### src/rtl/fetch_ctrl_pkg.sv
// Shared types and constants for the instruction fetch controller.
package fetch_ctrl_pkg;

    typedef enum logic [1:0] {
        ST_IDLE    = 2'd0,
        ST_REQ     = 2'd1,
        ST_DELIVER = 2'd2,
        ST_ERROR   = 2'd3
    } fetch_state_e;

    localparam logic [31:0] INSTR_BYTES      = 32'd4;
    localparam logic [31:0] DEFAULT_RESET_PC = 32'h0000_0000;
    localparam int          DEFAULT_TIMEOUT  = 16;

endpackage

### src/rtl/fetch_pc_next.sv
// Next-PC adder: sequential or branch-redirected target of the presented instruction.
module fetch_pc_next
    import fetch_ctrl_pkg::*;
(
    input  logic [31:0] ins_pc_i,
    input  logic        branch_taken_i,
    input  logic [31:0] branch_offset_i,
    output logic [31:0] pc_next_o,
    output logic        misalign_o
);

    logic [31:0] offset_sel;

    assign offset_sel = branch_taken_i ? branch_offset_i : 32'd0;
    // Wraps modulo 2^32 by construction of the 32-bit sum.
    assign pc_next_o  = ins_pc_i + INSTR_BYTES + offset_sel;
    assign misalign_o = |pc_next_o[1:0];

endmodule

### src/rtl/fetch_ctrl.sv
// Single-outstanding instruction fetch controller with timeout and redirect checking.
module fetch_ctrl
    import fetch_ctrl_pkg::*;
#(
    parameter logic [31:0] RESET_PC = DEFAULT_RESET_PC,
    parameter int          TIMEOUT  = DEFAULT_TIMEOUT
) (
    input  logic        clk,
    input  logic        reset,
    output logic        imem_req,
    output logic [31:0] imem_addr,
    input  logic        imem_ack,
    input  logic [31:0] imem_data,
    input  logic        stall,
    input  logic        branch_taken,
    input  logic [31:0] branch_offset,
    output logic [31:0] ins,
    output logic        ins_valid,
    output logic [31:0] ins_pc,
    output logic        fetch_err
);

    localparam int                WAIT_W    = $clog2(TIMEOUT + 1);
    localparam logic [WAIT_W-1:0] WAIT_LAST = WAIT_W'(TIMEOUT - 1);

    fetch_state_e      state_q, state_d;
    logic [31:0]       pc_q, pc_d;
    logic              imem_req_q, imem_req_d;
    logic [31:0]       imem_addr_q, imem_addr_d;
    logic [31:0]       ins_q, ins_d;
    logic [31:0]       ins_pc_q, ins_pc_d;
    logic              ins_valid_q, ins_valid_d;
    logic              fetch_err_q, fetch_err_d;
    logic [WAIT_W-1:0] wait_q, wait_d;

    logic [31:0] pc_next;
    logic        pc_misalign;
    logic        ack_hit;
    logic        timeout_hit;
    logic        consume;

    fetch_pc_next u_pc_next (
        .ins_pc_i        (ins_pc_q),
        .branch_taken_i  (branch_taken),
        .branch_offset_i (branch_offset),
        .pc_next_o       (pc_next),
        .misalign_o      (pc_misalign)
    );

    // An ack arriving on the last allowed wait cycle wins over the timeout.
    assign ack_hit     = (state_q == ST_REQ) && imem_ack;
    assign timeout_hit = (state_q == ST_REQ) && !imem_ack && (wait_q == WAIT_LAST);
    assign consume     = (state_q == ST_DELIVER) && !stall;

    always_ff @(posedge clk) begin
        if (!reset) begin
            state_q     <= ST_IDLE;
            pc_q        <= RESET_PC;
            imem_req_q  <= 1'b0;
            imem_addr_q <= RESET_PC;
            ins_q       <= 32'd0;
            ins_pc_q    <= 32'd0;
            ins_valid_q <= 1'b0;
            fetch_err_q <= 1'b0;
            wait_q      <= '0;
        end else begin
            state_q     <= state_d;
            pc_q        <= pc_d;
            imem_req_q  <= imem_req_d;
            imem_addr_q <= imem_addr_d;
            ins_q       <= ins_d;
            ins_pc_q    <= ins_pc_d;
            ins_valid_q <= ins_valid_d;
            fetch_err_q <= fetch_err_d;
            wait_q      <= wait_d;
        end
    end

    always_comb begin
        state_d = state_q;
        case (state_q)
            ST_IDLE:    state_d = ST_REQ;
            ST_REQ: begin
                if (ack_hit)          state_d = ST_DELIVER;
                else if (timeout_hit) state_d = ST_ERROR;
            end
            ST_DELIVER: begin
                if (consume) state_d = pc_misalign ? ST_ERROR : ST_REQ;
            end
            ST_ERROR:   state_d = ST_ERROR;
            default:    state_d = ST_IDLE;
        endcase
    end

    always_comb begin
        pc_d        = pc_q;
        imem_req_d  = imem_req_q;
        imem_addr_d = imem_addr_q;
        ins_d       = ins_q;
        ins_pc_d    = ins_pc_q;
        ins_valid_d = ins_valid_q;
        fetch_err_d = fetch_err_q;
        wait_d      = wait_q;
        case (state_q)
            ST_IDLE: begin
                imem_req_d  = 1'b1;
                imem_addr_d = pc_q;
                wait_d      = '0;
            end
            ST_REQ: begin
                if (ack_hit) begin
                    imem_req_d  = 1'b0;
                    ins_d       = imem_data;
                    ins_pc_d    = pc_q;
                    ins_valid_d = 1'b1;
                end else if (timeout_hit) begin
                    imem_req_d  = 1'b0;
                    fetch_err_d = 1'b1;
                end else begin
                    wait_d = wait_q + 1'b1;
                end
            end
            ST_DELIVER: begin
                if (consume) begin
                    ins_valid_d = 1'b0;
                    if (pc_misalign) begin
                        fetch_err_d = 1'b1;
                    end else begin
                        pc_d        = pc_next;
                        imem_req_d  = 1'b1;
                        imem_addr_d = pc_next;
                        wait_d      = '0;
                    end
                end
            end
            default: begin
                imem_req_d  = 1'b0;
                ins_valid_d = 1'b0;
                fetch_err_d = 1'b1;
            end
        endcase
    end

    assign imem_req  = imem_req_q;
    assign imem_addr = imem_addr_q;
    assign ins       = ins_q;
    assign ins_pc    = ins_pc_q;
    assign ins_valid = ins_valid_q;
    assign fetch_err = fetch_err_q;

endmodule

### config.mk
export PLATFORM = sky130hd
export DESIGN_NAME = fetch_ctrl
export DESIGN_NICKNAME = d
export VERILOG_FILES = /design/src/rtl/fetch_ctrl_pkg.sv /design/src/rtl/fetch_pc_next.sv /design/src/rtl/fetch_ctrl.sv
export SDC_FILE = /design/constraint.sdc
export NUM_CORES = 1
export LEC_CHECK = 0
export ABC_CLOCK_PERIOD_IN_PS = 5400
export CAP_MARGIN = 0
export CORE_MARGIN = 5
export CORE_UTILIZATION = 25
export DETAILED_ROUTE_END_ITERATION = 10
export REMOVE_ABC_BUFFERS = 1
export SLEW_MARGIN = 20
export SYNTH_ARGS = -nofsm -noshare
export SYNTH_HDL_FRONTEND = slang
export SYNTH_HIERARCHICAL = 1
export SYNTH_SLANG_ARGS = --single-unit
### constraint.sdc
create_clock -name clk -period 5.4 [get_ports clk]
set_clock_uncertainty 0.15 [all_clocks]
set_input_delay 1.08 -clock clk [delete_from_list [all_inputs] [get_ports clk]]
set_output_delay 1.08 -clock clk [all_outputs]
set_load 0.01 [all_outputs]
==> results of run 1 <==
## flip-flops by register name, indices dropped and copies added (netlist names)
register / cells
imem_req: 1
ins_valid: 1
fetch_err: 1
ins_pc: 32
pc_q: 32
imem_addr: 32
ins: 32
state_q: 2
wait_q: 5
## synth_stat cells (all sizes together) (4+ instances only)
| library cell | number | share of area |
|---|---|---|
| mux2i | 4 | 0.0050 |
| buf | 35 | 0.029 |
| ha | 63 | 0.098 |
| and3 | 6 | 0.0047 |
| nand2b | 4 | 0.0031 |
| o21ai | 20 | 0.013 |
| a21o | 16 | 0.016 |
| o21bai | 33 | 0.031 |
| xnor2 | 18 | 0.020 |
| mux2 | 32 | 0.045 |
| a21oi | 26 | 0.018 |
| a31oi | 4 | 0.0031 |
| and2 | 34 | 0.026 |
| or2 | 4 | 0.0031 |
| a21boi | 101 | 0.094 |
| nand3 | 11 | 0.0068 |
| o211a | 32 | 0.040 |
| dfxtp | 138 | 0.34 |
| xor2 | 10 | 0.011 |
| clkbuf | 28 | 0.013 |
| nor3 | 7 | 0.0050 |
| o31ai | 4 | 0.0037 |
| nand4 | 4 | 0.0050 |
| o211ai | 6 | 0.0056 |
| a211oi | 5 | 0.0047 |
| o21a | 7 | 0.0065 |
| nor2 | 21 | 0.0098 |
| nand2 | 217 | 0.10 |
| inv | 10 | 0.0047 |
## where the power goes
group / total, µW / switching, µW / internal, µW / leakage (µW)
clock: 1160 / 464 / 700 / 0.000278
sequential: 1080 / 21.2 / 1060 / 0.00112
combinational: 400 / 198 / 202 / 0.00303
total: 2640 / 683 / 1960 / 0.00443
## worst max-delay path: cells and delay by family
| family | cells | cell delay (ps) |
|---|---|---|
| compound gates | 6 | 1390 |
| buf+inv | 2 | 980 |
| fa+ha+maj | 2 | 630 |
| simple gates | 2 | 280 |
| mux | 1 | 270 |
| xor+xnor | 1 | 170 |
## path summary, 6_finish.rpt
| kind | from | end | slack, ps | cells past startpoint |
|---|---|---|---|---|
| worst max-delay path | branch_taken | imem_addr[28] | 750 | 14 |
| worst min-delay path | ins[19] | ins[19] | 300 | 2 |
| worst max register to register | ins_pc[2] | imem_addr[30] | 1910 | 13 |
| worst min register to register | ins[19] | ins[19] | 300 | 2 |
## logic make-up (layout without fill, tap and decap cells)
group,Yosys count,in the layout,synth area share
mux,36,36,0.0496
xor+xnor,28,28,0.0304
fa+ha+maj,64,64,0.100
buf+inv,73,219,0.0462
simple gates,325,325,0.182
flops,138,138,0.342
compound gates,266,266,0.249
## final cells by class
type | count | area [µm²]
well taps | 402 | 503
fillers | 3244 | 21100
flip-flops and latches | 138 | 2760
clock buffers | 20 | 457
repair buffers | 177 | 1780
clock inverters | 12 | 124
multi-input cells | 719 | 4950
inverters | 10 | 37.5
## stage by stage
stage | instances | instance area, µm² | utilization | hold WS [ps]
final | 1478 | 10600 | 0.335 | 301
after global routing | 1478 | 10600 | 0.335 | 320
after CTS | 1477 | 10600 | 0.334 | 302
after detailed placement | 1445 | 10000 | 0.315 | 294
after global placement | 1445 | 10000 | 0.315 | 290
after floorplan | 867 | 7730 | - | 290
## routing by layer
metal / up-vias / global-route usage / routed length (µm)
li1: 3512 / - / -
met1: 3257 / 0.172 / 11200
met2: 127 / 0.220 / 11600
met3: 17 / 0.0367 / 1140
met4: 0 / 0.0356 / 286
met5: - / 0 / 0
==> metrics.md, run 1 <==
| Metric | Value |
|---|---|
| Pins Over Slew Limit | `0` |
| YS warnings | `6` |
| Post-CTS Hold Fix Bufs | `0` |
| Most used DFF post-synth | `dfxtp_1` |
| Tot GR Track Use | `0.133` |
| CTS tree | `built` |
| Commonest non-fill, non-tap cells in the layout | `nand2_1 (217), clkdlybuf4s50_1 (166), dfxtp_1 (137), ha_1 (63), a21boi_1 (55)` |
| Final Hold Fails | `0` |
| Hold/Removal Path Class | `reg -> reg` |
| Postcts setup bufs | `0` |
| Final WS setup | `752 ps` |
| Num CTS Buffers | `17` |
| Clk slew on worst S/H paths | `60 ps` |
| Post-Syn Instances | `930` |
| Die width | `190 µm` |
| P_leak | `0.00443 µW` |
| Number of cell rows | `65` |
| CP cell instances | `clkdlybuf4s50_1 > buf_4 > and2_1 > ha_1 > ha_1 > a2111oi_0 > o21ai_1 > nand3_1 > a41oi_1 > a41oi_1 > o21ai_1 > xor2_1 > mux2_2 > o211a_1` |
| Nets | `1,196` |
| Largest net degree at the start of global routing | `97` |
| Detailed Route Iter0 Violations | `430` |
| Fraction of final layout cells sized beyond drive strength 1 | `0.0809` |
| Initial antenna violation count | `0` |
| RD Place Congestion | `0.868` |
| PD cells | `249 nW/µm²` |
| Pre-CTS WS | `331 ps` |
| Mapped Avg Cell Area | `8.68 µm²` |
| Total number of vias | `6,913` |
| Starting Density | `0.254` |
| Critical path arrival | `4810 ps` |
| PortBufs | `167` |
| Inserted Diodes | `0` |
| Syn-to-layout area delta | `31.5%` |
| CP max stage cell | `clkdlybuf4s50_1` |
| WL/cell | `16.4 µm` |
| Root Buffer | `clkbuf_16` |
| DR pass1 iterations | `5` |
| Synth Cell Area | `8070 µm²` |
| EDFF count, synth | `0` |
| Critical path required time | `5560 ps` |
| Synth cell types | `65` |
| Die Y | `190 µm` |
| Synth Register Bits | `138` |
| Residual DRC count | `0` |
| Outcome | `completed` |
| Critical path class | `in -> reg` |
| IO Pins | `168` |
| Max Fclk | `215 MHz` |
| Vias/cell | `4.68` |
| Setup TNS | `0 ps` |
| Die area | `36,000 µm²` |
| MaxCap Viol Count | `0` |
| Post-CTS sizing | `0` |
| Total Power | `2640 µW` |
| Endpoint kind of the worst setup timing path | `flip-flop` |
| Congestion Overflow GR | `0` |
| Most common cell after layout, fill and taps aside | `nand2_1` |
| Worst Max-Slew Pin Slew | `966 ps` |
| Longest Clk Path Bufs | `2` |
| Clk_lat worst skew | `430 ps` |
| Sequential-to-total area share from yosys stat | `0.342` |
| Largest stage delay, worst path | `680 ps` |
| Setup violators final | `0` |
| Final worst-path cycle share | `0.861` |
| Critical Path Start Type | `primary input` |
| WL final | `24.2 mm` |
| Worst slew margin | `0.354` |
| Antenna Nets Post-Route | `0` |
| Asr flop ratio synth | `0` |
| HPWL after DPL | `17.4 mm` |
| Core Box Area | `31,700 µm²` |
| Worst-path fanout max | `23` |
| Vias in the first global route | `6,733` |
| First-pass GRT wire length | `38.1 mm` |
| RSZ-0062 raised after global routing | `no` |
| Peak VDD IR | `0.000179 V` |
| Tmin final | `4650 ps` |
| Number of H-tree branching levels | `4` |
| Clock Sinks | `138` |
(Power assumes the default switching activity.)
==> run 2: changes to the inputs <==
--- a/config.mk
+++ b/config.mk
@@ -10,7 +10,6 @@
 export CORE_MARGIN = 5
 export CORE_UTILIZATION = 25
 export DETAILED_ROUTE_END_ITERATION = 10
-export REMOVE_ABC_BUFFERS = 1
 export SLEW_MARGIN = 20
 export SYNTH_ARGS = -nofsm -noshare
 export SYNTH_HDL_FRONTEND = slang
==> metrics.md, run 2 (synthesis results as in run 1) <==
| Metric | Value |
|---|---|
| Initial antenna violation count | `0 (unchanged)` |
| Pins Over Slew Limit | `0 (unchanged)` |
| Largest stage delay, worst path | `540 ps (-140 ps)` |
| Total number of vias | `7,002 (+1.3%)` |
| R2r setup slk | `1870 ps (-40 ps)` |
| Final worst-path cycle share | `0.859 (-0.00202)` |
| Critical path arrival | `4810 ps (about the same)` |
| RD Place Congestion | `0.829 (-4.5%)` |
| Die width | `190 µm (unchanged)` |
| Largest net degree at the start of global routing | `94 (-3.1%)` |
| Endpoint kind of the worst setup timing path | `flip-flop` |
| Vias/cell | `4.74 (+1.4%)` |
| Number of H-tree branching levels | `4 (unchanged)` |
| DR pass1 iterations | `5 (unchanged)` |
| Core Box Area | `31,700 µm² (unchanged)` |
| Clk slew on worst S/H paths | `60 ps (about the same)` |
| Setup violators final | `0 (unchanged)` |
| Starting Density | `0.254 (unchanged)` |
| Worst Max-Slew Pin Slew | `1110 ps (+141 ps)` |
| Num CTS Buffers | `17 (unchanged)` |
| Setup TNS | `0 ps (unchanged)` |
| Vias in the first global route | `6,998 (+3.9%)` |
| HPWL after DPL | `17.9 mm (+3.2%)` |
| Tmin final | `4640 ps (-10.9 ps)` |
| PD cells | `271 nW/µm² (+8.9%)` |
| Inserted Diodes | `0 (unchanged)` |
| Root Buffer | `clkbuf_16` |
| Tot GR Track Use | `0.136 (+0.00289)` |
| Max Fclk | `216 MHz (+0.24%)` |
| CTS tree | `built` |
| Detailed Route Iter0 Violations | `420 (-2.3%)` |
| Worst slew margin | `0.262 (-0.0924)` |
| Post-CTS sizing | `0 (unchanged)` |
| Syn-to-layout area delta | `32.7%` |
| CP max stage cell | `or4_1` |
| IO Pins | `168 (unchanged)` |
| Total Power | `2900 µW (+9.8%)` |
| MaxCap Viol Count | `0 (unchanged)` |
| Outcome | `completed` |
| Longest Clk Path Bufs | `2 (unchanged)` |
| Commonest non-fill, non-tap cells in the layout | `nand2_1 (217), clkdlybuf4s50_1 (166), dfxtp_1 (137), ha_1 (63), a21boi_1 (55)` |
| Congestion Overflow GR | `0 (unchanged)` |
| WL/cell | `16.8 µm (+2.8%)` |
| Final WS setup | `763 ps (+10.9 ps)` |
| Post-CTS Hold Fix Bufs | `0 (unchanged)` |
| Critical path class | `in -> reg` |
| Nets | `1,196 (unchanged)` |
| Antenna Nets Post-Route | `0 (unchanged)` |
| Final Hold Fails | `0 (unchanged)` |
| CP cell instances | `clkdlybuf4s50_1 > buf_4 > and2_1 > ha_1 > ha_1 > fa_1 > a21o_4 > nand4_4 > a21oi_2 > o21ai_2 > a21oi_2 > mux2i_1 > or4_1 > mux2_2 > o211a_1` |
| Hold/Removal Path Class | `reg -> reg` |
| Peak VDD IR | `0.000162 V (-9.7%)` |
| Cells on worst reg2reg path | `12 (-1)` |
| WL final | `24.9 mm (+2.8%)` |
| P_leak | `0.00447 µW (+1.1%)` |
| Die area | `36,000 µm² (unchanged)` |
| Clock Sinks | `138 (unchanged)` |
| CP startpoint | `branch_taken` |
| PortBufs | `167 (unchanged)` |
| Most common cell after layout, fill and taps aside | `nand2_1` |
| Number of cell rows | `65 (unchanged)` |
| Residual DRC count | `0 (unchanged)` |
| Filler cells | `3,259 (+0.46%)` |
| Critical Path Start Type | `primary input` |
| Syn_nets | `1,063` |
| Core Util, Final | `0.338 (+0.00296)` |
| Postcts setup bufs | `0 (unchanged)` |
| RSZ-0062 raised after global routing | `no` |
| Clk_lat worst skew | `430 ps (about the same)` |
| Reg-to-reg critical path startpoint | `ins_pc[1]` |
| Fraction of final layout cells sized beyond drive strength 1 | `0.0800 (-0.000855)` |
| Worst-path fanout max | `32 (+39%)` |
| Die Y | `190 µm (unchanged)` |
| First-pass GRT wire length | `39.2 mm (+2.9%)` |
| Pre-CTS WS | `334 ps (+2.85 ps)` |
| CP Capture Point | `imem_addr[19]` |
| Critical path required time | `5570 ps (about the same)` |
| Worst R2R End | `imem_addr[19]` |
## run 2: per-layer routing
metal | up-vias | share of wire | GRT usage
li1 | 3522 | - | -
met4 | 0 | 0.021 | 0.0442
met5 | - | 0 | 0
met1 | 3324 | 0.46 | 0.177
met2 | 133 | 0.48 | 0.226
met3 | 23 | 0.040 | 0.0292
## run 2: worst min path at each step
stage | cells past startpoint | endpoint | startpoint | slack [ps]
CTS | 2 | ins[11] | ins[11] | 300
global placement | 2 | ins[20] | ins[20] | 290
global route | 2 | ins[11] | ins[11] | 320
floorplan | 2 | ins_pc[20] | pc_q[20] | 290
detailed placement | 2 | ins[20] | ins[20] | 290
finish | 2 | ins[11] | ins[11] | 300
## run 2: cell type report
cell class | count | area, µm² | share of cell area
Multi-Input combinational cell | 719 | 4950 | 0.462
Sequential cell | 138 | 2760 | 0.258
Timing Repair Buffer | 177 | 1740 | 0.163
Tap cell | 402 | 503 | 0.0470
Clock buffer | 19 | 443 | 0.0414
Clock inverter | 12 | 269 | 0.0251
Inverter | 10 | 37.5 | 0.00351
## run 2: through the flow
stage          area (µm²)  hold WS (ps)  std cells
2_1_floorplan        8070           290        930
3_3_place_gp         9990           290       1446
3_5_place_dp         9990           294       1446
4_1_cts             10700           302       1477
5_1_grt             10700           321       1477
6_report            10700           300       1477
## run 2: worst max-delay path, delay by kind of cell
kind | cells | cell delay [ps]
adders and majority gates | 3 | 890
AOI/OAI and AO/OA | 5 | 850
and+or+nand+nor | 3 | 820
buffers and inverters | 2 | 710
muxes | 2 | 410
## run 2: power by group
part           internal (µW)  switching [µW]  total (µW)
Combinational            198             187         385
Sequential              1060            33.9        1090
Clock                    969             457        1430
==> run 3: changes to the inputs <==
--- a/config.mk
+++ b/config.mk
@@ -9,6 +9,7 @@
 export CAP_MARGIN = 0
 export CORE_MARGIN = 5
 export CORE_UTILIZATION = 25
+export CTS_CLUSTER_DIAMETER = 50
 export DETAILED_ROUTE_END_ITERATION = 10
 export SLEW_MARGIN = 20
 export SYNTH_ARGS = -nofsm -noshare
==> results of run 3 <==
Final layout, timing and power as in run 2 (identical DEF).
